$ cat config.mk
export PLATFORM = sky130hd
export DESIGN_NAME = debounce_sync
export DESIGN_NICKNAME = d
export VERILOG_FILES = /design/src/rtl/debounce_pkg.sv /design/src/rtl/sync_chain.sv /design/src/rtl/debounce_sync.sv
export SDC_FILE = /design/constraint.sdc
export NUM_CORES = 1
export LEC_CHECK = 0
export ABC_AREA = 1
export ABC_CLOCK_PERIOD_IN_PS = 1500
export CORE_AREA = 2 2 39 41
export DETAILED_ROUTE_END_ITERATION = 10
export DIE_AREA = 0 0 41 43
export PLACE_DENSITY_LB_ADDON = 0.2
export SLEW_MARGIN = 20
export SYNTH_ARGS = -nofsm -noshare
export SYNTH_HDL_FRONTEND = slang
export SYNTH_HIERARCHICAL = 1
export SYNTH_SLANG_ARGS = --single-unit
$ cat constraint.sdc
create_clock -name clk -period 1.5 [get_ports clk]
set_clock_uncertainty 0.15 [all_clocks]
set_input_delay 0.45 -clock clk [delete_from_list [all_inputs] [get_ports clk]]
set_output_delay 0.45 -clock clk [all_outputs]
set_load 0.005 [all_outputs]
$ cat src/rtl/debounce_pkg.sv
// Shared types and configuration checks for the debounce/synchronizer block.
package debounce_pkg;

    // Two idle states hold the settled level; the CHK states qualify a candidate edge.
    typedef enum logic [1:0] {
        IDLE_LO = 2'd0,
        CHK_HI  = 2'd1,
        IDLE_HI = 2'd2,
        CHK_LO  = 2'd3
    } state_t;

    localparam int DEF_SYNC_STAGES = 2;
    localparam int DEF_STABLE      = 4;
    localparam int DEF_CNT_W       = 4;

    // The counter must hold STABLE-1 without wrapping, and at least one sample is needed.
    function automatic bit cfg_ok(input int sync_stages, input int stable, input int cnt_w);
        return (sync_stages >= 2) && (stable >= 1) && ((2 ** cnt_w) > stable);
    endfunction

endpackage

$ cat src/rtl/sync_chain.sv
// Plain flop shift chain bringing an asynchronous level into the clk domain.
module sync_chain #(
    parameter int SYNC_STAGES = 2
) (
    input  logic clk,
    input  logic rst,
    input  logic din,
    output logic s
);

    logic [SYNC_STAGES-1:0] sr;

    // Shift din through SYNC_STAGES flops; everything clears on reset.
    always_ff @(posedge clk or posedge rst) begin
        if (rst) sr <= '0;
        else     sr <= {sr[SYNC_STAGES-2:0], din};
    end

    assign s = sr[SYNC_STAGES-1];

endmodule

$ cat src/rtl/debounce_sync.sv
// Synchronizes a bouncy input and only lets d follow it after STABLE
// consecutive agreeing samples; emits one-cycle rise/fall pulses on each change.
module debounce_sync
    import debounce_pkg::*;
#(
    parameter int SYNC_STAGES = DEF_SYNC_STAGES,
    parameter int STABLE      = DEF_STABLE,
    parameter int CNT_W       = DEF_CNT_W
) (
    input  logic clk,
    input  logic rst,
    input  logic din,
    input  logic en,
    output logic d,
    output logic rise,
    output logic fall,
    output logic busy
);

    localparam logic [CNT_W-1:0] LAST = CNT_W'(STABLE - 1);
    localparam logic [CNT_W-1:0] ONE  = CNT_W'(1);

    generate
        if (!cfg_ok(SYNC_STAGES, STABLE, CNT_W)) begin : g_bad_cfg
            $error("debounce_sync: illegal SYNC_STAGES/STABLE/CNT_W combination");
        end
    endgenerate

    logic             s;
    state_t           state;
    logic [CNT_W-1:0] cnt;

    sync_chain #(.SYNC_STAGES(SYNC_STAGES)) u_sync (
        .clk (clk),
        .rst (rst),
        .din (din),
        .s   (s)
    );

    // Qualification FSM: state, counter and all outputs are registered here.
    // Pulses default low every edge, so they last exactly one cycle and
    // are suppressed while en=0; everything else simply holds when disabled.
    always_ff @(posedge clk or posedge rst) begin
        if (rst) begin
            state <= IDLE_LO;
            cnt   <= '0;
            d     <= 1'b0;
            rise  <= 1'b0;
            fall  <= 1'b0;
            busy  <= 1'b0;
        end else begin
            rise <= 1'b0;
            fall <= 1'b0;
            if (en) begin
                case (state)
                    IDLE_LO: begin
                        if (s) begin
                            if (STABLE == 1) begin
                                d     <= 1'b1;
                                rise  <= 1'b1;
                                state <= IDLE_HI;
                            end else begin
                                cnt   <= ONE;
                                busy  <= 1'b1;
                                state <= CHK_HI;
                            end
                        end
                    end
                    CHK_HI: begin
                        if (!s) begin
                            // glitch shorter than STABLE: drop it silently
                            cnt   <= '0;
                            busy  <= 1'b0;
                            state <= IDLE_LO;
                        end else if (cnt == LAST) begin
                            d     <= 1'b1;
                            rise  <= 1'b1;
                            cnt   <= '0;
                            busy  <= 1'b0;
                            state <= IDLE_HI;
                        end else begin
                            cnt <= cnt + ONE;
                        end
                    end
                    IDLE_HI: begin
                        if (!s) begin
                            if (STABLE == 1) begin
                                d     <= 1'b0;
                                fall  <= 1'b1;
                                state <= IDLE_LO;
                            end else begin
                                cnt   <= ONE;
                                busy  <= 1'b1;
                                state <= CHK_LO;
                            end
                        end
                    end
                    CHK_LO: begin
                        if (s) begin
                            cnt   <= '0;
                            busy  <= 1'b0;
                            state <= IDLE_HI;
                        end else if (cnt == LAST) begin
                            d     <= 1'b0;
                            fall  <= 1'b1;
                            cnt   <= '0;
                            busy  <= 1'b0;
                            state <= IDLE_LO;
                        end else begin
                            cnt <= cnt + ONE;
                        end
                    end
                endcase
            end
        end
    end

endmodule

Word level (Yosys, flattened, before mapping). Cells that the tools add are included.

Register bits: 12. Bits in latches: 0. Memory bits (writable): 0. Bits in read-only memories: 0. Bits of input ports: 4. Output and inout bits: 4. Logic and storage cells: 56. Memories: 0.

Add/sub/neg operators: 1. Multipliers: 0. Divide/modulo/power cells: 0. $lt $le $gt $ge: 0. Equality and inequality tests: 12. Shifts and indexed selects: 0. Muxes and demuxes: 31. Bitwise operators: 0. Reduce and logical (&&, ||, !) cells: 5.

Operators with widths (number): 4-bit two-way mux (5); 1-bit two-way mux (16); 4-bit one-hot mux with 4 select lines (1); 2-bit two-way mux (6); 2-bit != test, second input constant (4); 2-bit one-hot mux with 4 select lines (1); 6-bit AND reduction (1); 5-bit AND reduction (1); 4-bit by 1-bit adder with 4-bit output, second input constant (1); 2-bit equality test, second input constant (2); 4-bit by 2-bit equality test with 1-bit output, second input constant (1); 2-bit by 1-bit != test with 1-bit output, second input constant (2); 1-bit one-hot mux with 4 select lines (1); 3-bit by 2-bit != test with 1-bit output, second input constant (1); 3-bit != test, second input constant (1); 3-bit AND reduction (1); 2-bit by 1-bit equality test with 1-bit output, second input constant (1); 2-bit logical NOT (1); 1-bit one-hot mux with 2 select lines (1); 2-bit nonzero test (1).

Logic depth before layout (Yosys ltp).
Word-level depth: 5. Mapped depth: 8. Gate-level depth less buffers: 8.

Modules after synthesis. The synthesis kept the hierarchy.

By module, submodules not included: debounce_sync (times used 1, cells an instance 63, area an instance 543.0 um^2, sequential area each 250.2 um^2); sync_chain (times used 1, cells an instance 3, area an instance 53.8 um^2, sequential area each 50.0 um^2).

Worst setup path before layout. OpenSTA, ideal clock, no wires.

Path kind: reg-to-reg. Start point: reg cnt[0]. End point: reg cnt[0]. Setup time: 0.071 ns. Data arrival time: 1.035 ns. Required time: 1.279 ns. Path slack: 0.244 ns. Stages on the path, launching flop included: 7. Path buffers: 0. Period minus slack after synthesis: 1.256 ns. Cell sequence: dfrtp_1 ha_1 nand2_1 nand3_4 nor2_1 nor2_1 nor2_1.

Cells in the longest elaborated chain, start to end: 4. Elaborated cells on any way between the ends: 6. Classes of those cells: 1 x add/sub; 1 x eq/ne; 4 x mux.

Ends and longest elaborated chain: start, declared (line debounce_sync.sv:31) `logic [CNT_W-1:0] cnt;`; start signal, assigned (line debounce_sync.sv:82) `cnt <= cnt + ONE;`; start signal, assigned (line debounce_sync.sv:110) `cnt <= cnt + ONE;`; 4-bit by 1-bit adder with 4-bit output / 4-bit by 2-bit equality test with 1-bit output (equally long branches); 4-bit two-way mux * (line debounce_sync.sv:75, debounce_sync.sv:103); 4-bit two-way mux (on tied branches) (line debounce_sync.sv:99, debounce_sync.sv:70); 4-bit one-hot mux with 4 select lines * (line debounce_sync.sv:55) `case (state)`.

Every way passes the cells marked *; elsewhere a longest branch is shown, timed or not. A chain may end at the register's enable or synchronous reset.

Worst setup path in the final report.
Start point: reg busy. End point: out busy.

RTL lines: start, declared (line debounce_sync.sv:17) `output logic busy`; start signal, assigned (line debounce_sync.sv:50) `busy <= 1'b0;`; start signal, assigned (line debounce_sync.sv:64) `busy <= 1'b1;`; start signal, assigned (line debounce_sync.sv:73) `busy <= 1'b0;`.

No word-level cell between the ends.

==> results by group <==
STA
  • Fin Setup TNS: 0 ns
  • Final setup fails: 0
  • Setup repair after global routing missed its margin: false
  • Clock period minus worst slack: 1.47 ns
  • Slew headroom: 0.745
  • Fin. max-slew vios: 0
  • Final Hold Fails: 0
  • Measured slew at the worst slew-check pin: 0.382 ns
  • Peak Freq: 682 MHz
  • Final Cycle Share: 0.978

Clock network
  • Worst skew pair latency: 0.28 ns
  • CTS tree: yes
  • CTS Root Cell: clkbuf_4
  • Cts hold-fix bufs: 0
  • H-tree levels: 1
  • Clk slew on worst S/H paths: 0.07 ns
  • Clock Sinks: 12
  • Postcts setup bufs: 0
  • Post-CTS resize count: 6
  • Clock buffer depth: 2
  • Num CTS Buffers: 3

Die
  • Core ar.: 1380 um^2
  • Row cnt: 14
  • IO Count: 8
  • Die Span X: 41 um
  • Die Y: 43 um
  • Die Footprint: 1760 um^2
  • Initial Util: 0.431

Outcome
  • Status: finished, final reports clean

Pwr
  • Lkg Pwr: 0.364 nW
  • Cell Pwr Density: 1610 nW/um^2
  • IR drop worst, VDD: 0.733 mV

Placed design
  • PortBufs: 7
  • Final HPWL DP: 770 um
  • Placed cells: 92
  • GPL Wtd Cong: 0.757

Layout
  • # diodes: 0
  • Flip-flop and latch area: 300 um^2
  • NumNets Final: 86
  • Fillers: 132
  • Layout cell share with drive strength beyond 1: 0.278
  • Multi-input gate area: 263 um^2
  • Area Overhead vs Synth: 21.8%
  • Non-filler cells, final: 95

Worst setup path
  • Worst Path Required: 0.90 ns
  • Crit-path cells: clkdlybuf4s15_1
  • Critical Path Source Type: flop
  • CP Class: reg2out
  • Worst setup EP type: output pin
  • Worst Path Buf+Inv: 1
  • CP max FO: 2
  • Slowest stage delay, CP: 0.38 ns
  • Critical Path AT: 0.87 ns
  • Worst path top cell family by delay: flip-flops
  • CP max-delay cell: dfrtp_1

Yosys
  • Yosys warning count: 6
  • Syn Nets: 71
  • Post-synthesis sequential area ratio: 0.503
  • Netlist cell types: 15
  • Synthesized area: 597 um^2
  • Cells after Synth: 66
  • Synthesized area per cell: 9.04 um^2
  • Post-synthesis register bit count: 12

Route
  • Vias per cell: 4.67
  • 1st-iter DRT viols: 13
  • WL final: 989 um
  • DR WL/cell: 10.4 um
  • Drt drc: 0
  • Antenna viol nets, final: 0
  • Total iterations of the first detailed-routing run: 4
  • Via Count: 444

Global routing
  • GR Util All Layers: 0.158
  • GR Overflow Total: 0
  • Initial antenna violation count: 0
  • Vias in the first global route: 445
  • First-pass GRT wire length: 1760 um
  • Largest net degree at the start of global routing: 11

Min path
  • Hold Path Class: in2async

Flow run
  • Max-Cap Viols: 0
cell usage after synthesis:
cell type,instances,area share
inv_1,6,0.038
nor2_2,1,0.010
inv_2,3,0.019
nand2_4,4,0.075
dfrtp_1,12,0.50
xor2_1,1,0.015
o21ai_1,5,0.042
nand2_1,12,0.075
ha_1,1,0.021
nand3_2,1,0.017
nand3_4,1,0.029
nand2_2,5,0.052
nand3_1,5,0.042
nor2_1,8,0.050
nand4_1,1,0.010
routing by layer:
layer	vias up	wire length [um]	global-route usage
met5	-	0	0
met4	0	43	0.140
met3	5	36	0.0471
met2	9	490	0.222
met1	199	418	0.181
li1	231	-	-
registers in the layout, summed over array words and instances, names as in the netlist, named ones only:
signal     cells
rise           1
fall           1
d              1
state          1
cnt            4
busy           1
u_sync/sr      2
kinds of logic after synthesis:
logic type / count (synthesis) / synth area share
compound gates: 5 / 0.0419
xor+xnor: 1 / 0.0147
fa+ha+maj: 1 / 0.0210
buf+inv: 9 / 0.0566
flops: 12 / 0.503
simple gates: 38 / 0.363
path summary, 6_finish.rpt:
check,from,to,slack [ns],cells after the start
max,busy$_DFFE_PP0P_,busy,0.03,1
min,rst,u_sync/sr[0]$_DFF_PP0_,0.20,2
max reg2reg,cnt[0]$_DFFE_PP0P_,cnt[0]$_DFFE_PP0P_,0.14,6
min reg2reg,u_sync/sr[0]$_DFF_PP0_,u_sync/sr[1]$_DFF_PP0_,0.20,0
max in group asynchronous,rst,async pin,0.60,2
min in group clk,u_sync/sr[0]$_DFF_PP0_,u_sync/sr[1]$_DFF_PP0_,0.20,0
per-stage QoR:
stage | hold slack, ns | util | worst slack, ns | power (W) | area, um^2
2_1_floorplan | 0.0412 | - | 0.244 | 0.000847 | 597
6_report | 0.195 | 0.525 | 0.0330 | 0.00117 | 727
5_1_grt | 0.209 | 0.525 | 0.00550 | 0.00127 | 727
3_5_place_dp | 0.191 | 0.513 | -0.197 | 0.000993 | 709
3_3_place_gp | 0.184 | 0.513 | -0.169 | 0.000983 | 709
4_1_cts | 0.196 | 0.527 | 0.0115 | 0.00118 | 729
layout make-up:
class / instances / area share
Sequential cell: 12 / 0.413
Timing Repair Buffer: 10 / 0.120
Tap cell: 16 / 0.0275
Multi-Input combinational cell: 45 / 0.361
Inverter: 9 / 0.0465
Clock buffer: 3 / 0.0310
placed cells by master, fill, tap and decap left out:
master           count
nand3_4              1
nand2_1             12
xor2_1               1
nand4_1              1
inv_2                3
nand3_1              5
inv_1                6
clkdlybuf4s15_1      3
dfrtp_1             12
clkbuf_4             3
o21ai_1              5
nand2_2              5
buf_4                3
nor2_1               8
nand2_4              4
clkdlybuf4s50_1      3
ha_1                 1
nor2_2               1
clkbuf_2             1
nand3_2              1
power breakdown:
group	internal, W	total (W)	switching, W
Combinational	0.000189	0.000462	0.000273
Sequential	0.000413	0.000504	0.0000915
Clock	0.0000933	0.000201	0.000108
Total	0.000694	0.00117	0.000473
Power figures use the tool's default switching activity.
